==> src/rtl/seq_divider_unit.sv <==
// seq_divider_unit: iterative restoring divider, unsigned or truncating signed,
// with a one-cycle divide-by-zero path and a start/ready/done handshake.
//
// state | meaning
// IDLE  | ready=1, waiting for start
// OP    | one restoring step per cycle, WIDTH steps
// FIX   | sign correction and result write
// DONE  | one-cycle done pulse

module seq_divider_unit #(
  parameter int WIDTH = 8
) (
  input  logic             clk,
  input  logic             rst,
  input  logic             start,
  input  logic             signed_mode,
  input  logic [WIDTH-1:0] dividend,
  input  logic [WIDTH-1:0] divisor,
  output logic [WIDTH-1:0] quotient,
  output logic [WIDTH-1:0] remainder,
  output logic             ready,
  output logic             done,
  output logic             div_by_zero
);

  localparam int CW = $clog2(WIDTH + 1);

  typedef enum logic [1:0] {
    IDLE = 2'd0,
    OP   = 2'd1,
    FIX  = 2'd2,
    DONE = 2'd3
  } state_t;

  state_t           state_q, state_d;
  logic [WIDTH-1:0] acc_q, acc_d;
  logic [WIDTH-1:0] q_q, q_d;
  logic [WIDTH-1:0] dvs_q, dvs_d;
  logic [CW-1:0]    cnt_q, cnt_d;
  logic             neg_quo_q, neg_quo_d;
  logic             neg_rem_q, neg_rem_d;
  logic [WIDTH-1:0] quotient_q, quotient_d;
  logic [WIDTH-1:0] remainder_q, remainder_d;
  logic             dbz_q, dbz_d;
  logic             ready_q, ready_d;
  logic             done_q, done_d;

  logic [WIDTH-1:0] dividend_mag, divisor_mag;
  logic [WIDTH:0]   acc_shift;

  always_comb begin
    dividend_mag = (signed_mode && dividend[WIDTH-1]) ? -dividend : dividend;
    divisor_mag  = (signed_mode && divisor[WIDTH-1])  ? -divisor  : divisor;
    // The partial remainder is always below the divisor, so its top bit is
    // only needed transiently for the shifted compare.
    acc_shift    = {acc_q, q_q[WIDTH-1]};

    state_d     = state_q;
    acc_d       = acc_q;
    q_d         = q_q;
    dvs_d       = dvs_q;
    cnt_d       = cnt_q;
    neg_quo_d   = neg_quo_q;
    neg_rem_d   = neg_rem_q;
    quotient_d  = quotient_q;
    remainder_d = remainder_q;
    dbz_d       = dbz_q;

    case (state_q)
      IDLE: begin
        if (start) begin
          neg_quo_d = signed_mode & (dividend[WIDTH-1] ^ divisor[WIDTH-1]);
          neg_rem_d = signed_mode & dividend[WIDTH-1];
          q_d       = dividend_mag;
          dvs_d     = divisor_mag;
          acc_d     = '0;
          cnt_d     = CW'(WIDTH);
          if (divisor == '0) begin
            quotient_d  = '1;
            remainder_d = dividend;
            dbz_d       = 1'b1;
            state_d     = DONE;
          end else begin
            state_d = OP;
          end
        end
      end
      OP: begin
        if (acc_shift >= {1'b0, dvs_q}) begin
          acc_d = WIDTH'(acc_shift - {1'b0, dvs_q});
          q_d   = {q_q[WIDTH-2:0], 1'b1};
        end else begin
          acc_d = acc_shift[WIDTH-1:0];
          q_d   = {q_q[WIDTH-2:0], 1'b0};
        end
        cnt_d = cnt_q - CW'(1);
        if (cnt_q == CW'(1)) state_d = FIX;
      end
      FIX: begin
        quotient_d  = neg_quo_q ? -q_q : q_q;
        remainder_d = neg_rem_q ? -acc_q : acc_q;
        dbz_d       = 1'b0;
        state_d     = DONE;
      end
      DONE: state_d = IDLE;
      default: state_d = IDLE;
    endcase

    ready_d = (state_d == IDLE);
    done_d  = (state_d == DONE);
  end

  always_ff @(posedge clk or posedge rst) begin
    if (rst) begin
      state_q     <= IDLE;
      acc_q       <= '0;
      q_q         <= '0;
      dvs_q       <= '0;
      cnt_q       <= '0;
      neg_quo_q   <= 1'b0;
      neg_rem_q   <= 1'b0;
      quotient_q  <= '0;
      remainder_q <= '0;
      dbz_q       <= 1'b0;
      ready_q     <= 1'b1;
      done_q      <= 1'b0;
    end else begin
      state_q     <= state_d;
      acc_q       <= acc_d;
      q_q         <= q_d;
      dvs_q       <= dvs_d;
      cnt_q       <= cnt_d;
      neg_quo_q   <= neg_quo_d;
      neg_rem_q   <= neg_rem_d;
      quotient_q  <= quotient_d;
      remainder_q <= remainder_d;
      dbz_q       <= dbz_d;
      ready_q     <= ready_d;
      done_q      <= done_d;
    end
  end

  assign quotient    = quotient_q;
  assign remainder   = remainder_q;
  assign div_by_zero = dbz_q;
  assign ready       = ready_q;
  assign done        = done_q;

endmodule

==> config.mk <==
export PLATFORM = sky130hd
export DESIGN_NAME = seq_divider_unit
export DESIGN_NICKNAME = d
export VERILOG_FILES = /design/src/rtl/seq_divider_unit.sv
export SDC_FILE = /design/constraint.sdc
export NUM_CORES = 1
export LEC_CHECK = 0
export ABC_CLOCK_PERIOD_IN_PS = 2000
export CORE_ASPECT_RATIO = 1.2
export CORE_MARGIN = 5
export CORE_UTILIZATION = 39
export DETAILED_ROUTE_END_ITERATION = 10
export PLACE_DENSITY = 0.63
export SETUP_SLACK_MARGIN = 0.05
export SLEW_MARGIN = 10
export SYNTH_ARGS = -nofsm -noshare
export SYNTH_HDL_FRONTEND = slang
export SYNTH_SLANG_ARGS = --single-unit
export TNS_END_PERCENT = 20
==> constraint.sdc <==
create_clock -name clk -period 2 [get_ports clk]
set_input_delay 0.4 -clock clk [delete_from_list [all_inputs] [get_ports clk]]
set_output_delay 0.4 -clock clk [all_outputs]
set_load 0.1 [all_outputs]
Word-level counts from Yosys, hierarchy flattened
Cells that the tools add are included.

Memory bits (writable): 0. Flip-flop bits (word level): 51. Memories kept: 0. Memory bits (read-only): 0. Bits in latches: 0. Input port bits: 20. Word-level logic and storage cells: 64.

Eq/ne operators: 7. Multiplexer cells: 25. Multipliers: 0. Magnitude comparators: 1. Shift operators: 0. Reduce and logical (&&, ||, !) cells: 10. $add $sub $neg: 6. Bitwise gates (word level): 3. Divide/modulo/power cells: 0.

Operators by type and width (number): $mux 8 (11); $pmux 8 s2 (4); $neg 8->8 (4); $ge 9x8->1 (1); $logic_not 8->1 (1); $pmux 2 s4 (1); $pmux 4 s2 (1); $sub 8x8->8 (1); $eq 2x2->1 const B (3); $mux 2 (3); $eq 4x1->1 const B (1); $logic_not 2->1 (2); $mux 4 (1); $ne 2x2->1 const B (2); $reduce_and 2->1 (2); $reduce_bool 2->1 (2); $sub 4x1->4 const B (1); $mux 1 (3); $reduce_and 3->1 (1); $and 1x1->1 (2); $eq 2x1->1 const B (1); $logic_and 1x1->1 (2); $pmux 1 s2 (1); $xor 1x1->1 (1).

Longest topological paths before layout
Depth in word-level cells: 5. Gate-level depth with buffers: 9.

Least setup slack after synthesis
No wires, ideal clock.

Kind: register to register. Start: register acc_q[3]. End: register acc_q[0]. Cell stages (with the launch flop): 9. Arrival: 1.808 ns. Buffers on the path: 2. Slack: 0.071 ns. Period minus slack after synthesis: 1.929 ns. Data required time: 1.879 ns. Cell sequence: dfrtp_1 > ha_1 > clkbuf_1 > a21oi_1 > o221ai_1 > a21oi_1 > buf_2 > mux2i_1 > a22o_1.

Longest elaborated chain between the ends: 3.

Ends and longest elaborated chain: from (decl) (RTL line 36) `logic [WIDTH-1:0] acc_q, acc_d;`; from (signal assigned) (RTL line 116) `acc_q <= '0;`; from (signal assigned) (RTL line 129) `acc_q <= acc_d;`; $ge 9x8->1 (RTL line 89) `if (acc_shift >= {1'b0, dvs_q}) begin`; $mux 8 (RTL line 89); $pmux 8 s2 (RTL line 69) `case (state_q)`.

No other way between the ends. A chain may end at the register's enable or synchronous reset.

Worst setup path after layout
Start: input port divisor[2]. End: register remainder_q[7] (netlist: remainder[7]).

Longest elaborated chain between the ends: 3.

Ends and longest elaborated chain: from (decl) (RTL line 18) `input logic [WIDTH-1:0] divisor,`; $logic_not 8->1 (RTL line 78) `if (divisor == '0) begin`; $ne 2x2->1 (no line); $reduce_and 3->1 (no line); to (signal assigned) (RTL line 136) `remainder_q <= remainder_d;`; to (decl) (RTL line 43) `logic [WIDTH-1:0] remainder_q, remainder_d;`.

No other way between the ends.

==> metrics.md <==
| Metric | Value |
|---|---|
| Primary FF master, synth | dfrtp_1 |
| Share of layout cells above drive strength 1 | 0.2299 |
| CTS sink count | between 50 and 60 |
| Setup TNS | 0 ns |
| CTS tree | done |
| Worst Hold Class | input port to async pin |
| FFs w/ async S/R, synth | 1.000 |
| Post-synth top cells | dfrtp_1 (50), nand2_1 (40), nor2_1 (33) |
| Top-count cell post-synth | dfrtp_1 |
| Largest net degree at the start of global routing | 52 |
| Worst EP arrival | around 2.1 ns |
| Ant. Diodes | 0 |
| Setup crit end kind | flop |
| DIE HEIGHT | 108.3 um |
| Overflow after GRT | 0 |
| Critical Path RT | about 2.2 ns |
| FP Rows | 35 |
| Crit-path cells | clkdlybuf4s50_1 -> or4_4 -> nor3_4 -> buf_12 -> nor2b_1 -> a211oi_1 -> a21oi_1 |
| Overall Global Routing Usage | 0.1636 |
| Syn Area/Cell | 8.829 um^2 |
| Clock skew | between 0.009 and 0.01 ns |
| H-tree levels | 2 |
| Hold-fix buffers, CTS | 0 |
| Drt via density | 5.355 |
| Starting density of the core | 0.4032 |
| Crit-path leading delay family | simple AND/OR/NAND/NOR gates |
| Post-route DRC | 0 |
| Min Tclk post-route | ~1.9 ns |
| Area Overhead vs Synth | 31.69% |
| Die width | 91.95 um |
| Period utilization | 0.9550 |
| RSZ-0062 raised after global routing | true |
| Top cells by area, synth | dfrtp_1 (40%), ha_1 (5.6%), a21oi_1 (4.8%), nand2_1 (4.8%), o21ai_0 (4.3%) |
| Per-cell routed wire length | 15.23 um |
| Final setup vio count | 0 |
| Slew Limit Fails | 0 |
| Number of fill cells in the layout | approximately 730 |
| Synthesized area | approximately 3100 um^2 |
| Fmax | ~520 MHz |
| Actual slew at the worst max-slew pin | 0.5321 ns |
| Antenna violations before repair | 0 |
| DR vias | roughly 2800 |
| Die Area | between 9000 and 10000 um^2 |
| Fin nets | roughly 470 |
| RD Place Congestion | slightly below 0.9 |
| Yosys top cell area share | 0.3981 |
| Dpl hpwl | a little over 6000 um |
| Status | finished, final reports clean |
| Vias in the first global route | ~2700 |
| Post-synth EDFFs | 0 |
| Finished layout cell area | a little over 4000 um^2 |
| Core Area | approximately 7800 um^2 |
| Count of cell types in the netlist | 50 |
| Synthesized net count | ~390 |
| Fin. Hold Viols | 0 |
| Worst-path maximum fanout | 12 |
| Placed cell areas | around 3900 um^2 |
| Initial detailed-routing violation count | between 90 and 100 |
| First-pass GRT wire length | 13140 um |
| PortBufs | 38 |
| Slowest stage delay, CP | around 0.57 ns |
| Root buffer cell | clkbuf_8 |
| Sequential area share after synthesis | 0.4064 |
| Longest Clk Path Bufs | 2 |
| Cell taking the most area after synthesis | dfrtp_1 |
| Clk_lat worst skew | just over 0.3 ns |
| Ports | 39 |
| Buf/Inv on CP | 2 |
| Warnings from Yosys | 0 |
| Routed Wire Length | between 8000 and 9000 um |
| Highest-delay cell along the critical path | or4_4 |
| Max-cap violations | 0 |
| TritonCTS buffer count | 5 |
| FF+latch area | 1277 um^2 |
| Slew headroom | 0.6408 |
| Area of the multi-input gates | ~1800 um^2 |
| Yosys reg bits | 51 |
| TritonRoute pass-1 iters | 4 |
| Util after Layout | 0.5310 |
| Crit start category | input port |
| Post-route ant nets | 0 |
| Mapped Cells | 356 |
| CTS clk-pin slew, worst paths | ~0.10 ns |
| Kind of critical path | input port to flop |
sequential cells by signal (all words and copies together), names as in the netlist:
| name | flops |
|---|---|
| acc_q | 8 |
| dvs_q | 8 |
| q_q | 8 |
| quotient | 8 |
| remainder | 8 |
| cnt_q | 4 |
| state_q | 2 |
| div_by_zero | 1 |
| done | 1 |
| neg_quo_q | 1 |
| neg_rem_q | 1 |
| ready | 1 |
worst paths after layout:
| path | startpoint | to | slack, ns | cells past startpoint |
|---|---|---|---|---|
| min in group clk | dvs_q[4] | dvs_q[4] | 0.49 | 2 |
| min | rst | remainder[5] | 0.44 | 3 |
| min reg2reg | dvs_q[4] | dvs_q[4] | 0.49 | 2 |
| max | divisor[2] | remainder[7] | 0.09 | 7 |
| max in group asynchronous | rst | ready | 1.26 | 3 |
| max reg2reg | acc_q[3] | acc_q[4] | 0.11 | 7 |
tightest hold or removal path, stage by stage:
cell and delay [ns]:
clkdlybuf4s50_1 0.41, inv_2 0.07, buf_12 0.26
per-layer routing:
| layer | track usage | wire length (um) | vias up |
|---|---|---|---|
| met3 | 0.02366 | 311 | 10 |
| li1 | - | - | 1409 |
| met5 | 0 | 0 | - |
| met1 | 0.2073 | 3439 | 1331 |
| met2 | 0.2938 | 4168 | 72 |
| met4 | 0.03928 | 108 | 0 |
stage by stage:
step / hold slack (ns) / cells / worst slack, ns
after CTS: 0.4559 / 525 / 0.03212
after global placement: 0.4653 / 517 / -0.2762
after detailed placement: 0.4773 / 517 / -0.3040
after global routing: 0.4778 / 527 / -0.03282
final: 0.4385 / 527 / 0.08992
after floorplan: 0.4498 / 356 / 0.07127
layout by cell type, fill, tap and decap left out, types with 5 or more instances in the layout:
cell type / n
inv_1: 25
nor3_1: 6
nand2_1: 40
a21oi_1: 25
o22ai_1: 9
o21ai_0: 24
nor2b_1: 6
dfrtp_1: 50
ha_1: 9
xnor2_1: 13
xor2_1: 14
nor2_1: 33
buf_4: 60
o21ai_1: 6
clkbuf_8: 5
mux2i_1: 10
clkdlybuf4s50_1: 19
logic make-up after synthesis:
| family | count (synthesis) | share of synthesized area |
|---|---|---|
| mux | 11 | 0.03543 |
| buf+inv | 43 | 0.05454 |
| fa+ha+maj | 15 | 0.06210 |
| xor+xnor | 27 | 0.07524 |
| simple gates | 105 | 0.1568 |
| compound gates | 104 | 0.2094 |
| flops | 51 | 0.4065 |
final cells by class:
| cell class | instances | area share |
|---|---|---|
| Clock inverter | 3 | 0.01058 |
| Inverter | 29 | 0.02630 |
| Multi-Input combinational cell | 262 | 0.4320 |
| Sequential cell | 51 | 0.3086 |
| Clock buffer | 5 | 0.01663 |
| Timing Repair Buffer | 85 | 0.1781 |
| Tap cell | 92 | 0.02781 |
what timing repair did:
item                                    CTS  global route
buffers inserted                          0             1
endpoints found under the setup margin    8            21
pin swaps                                 3             9
gates resized for setup                   4            17
cloned                                    0             1
Power is not shown: default switching activity piles up to over one toggle a cycle in this logic, so the estimate is an artifact.
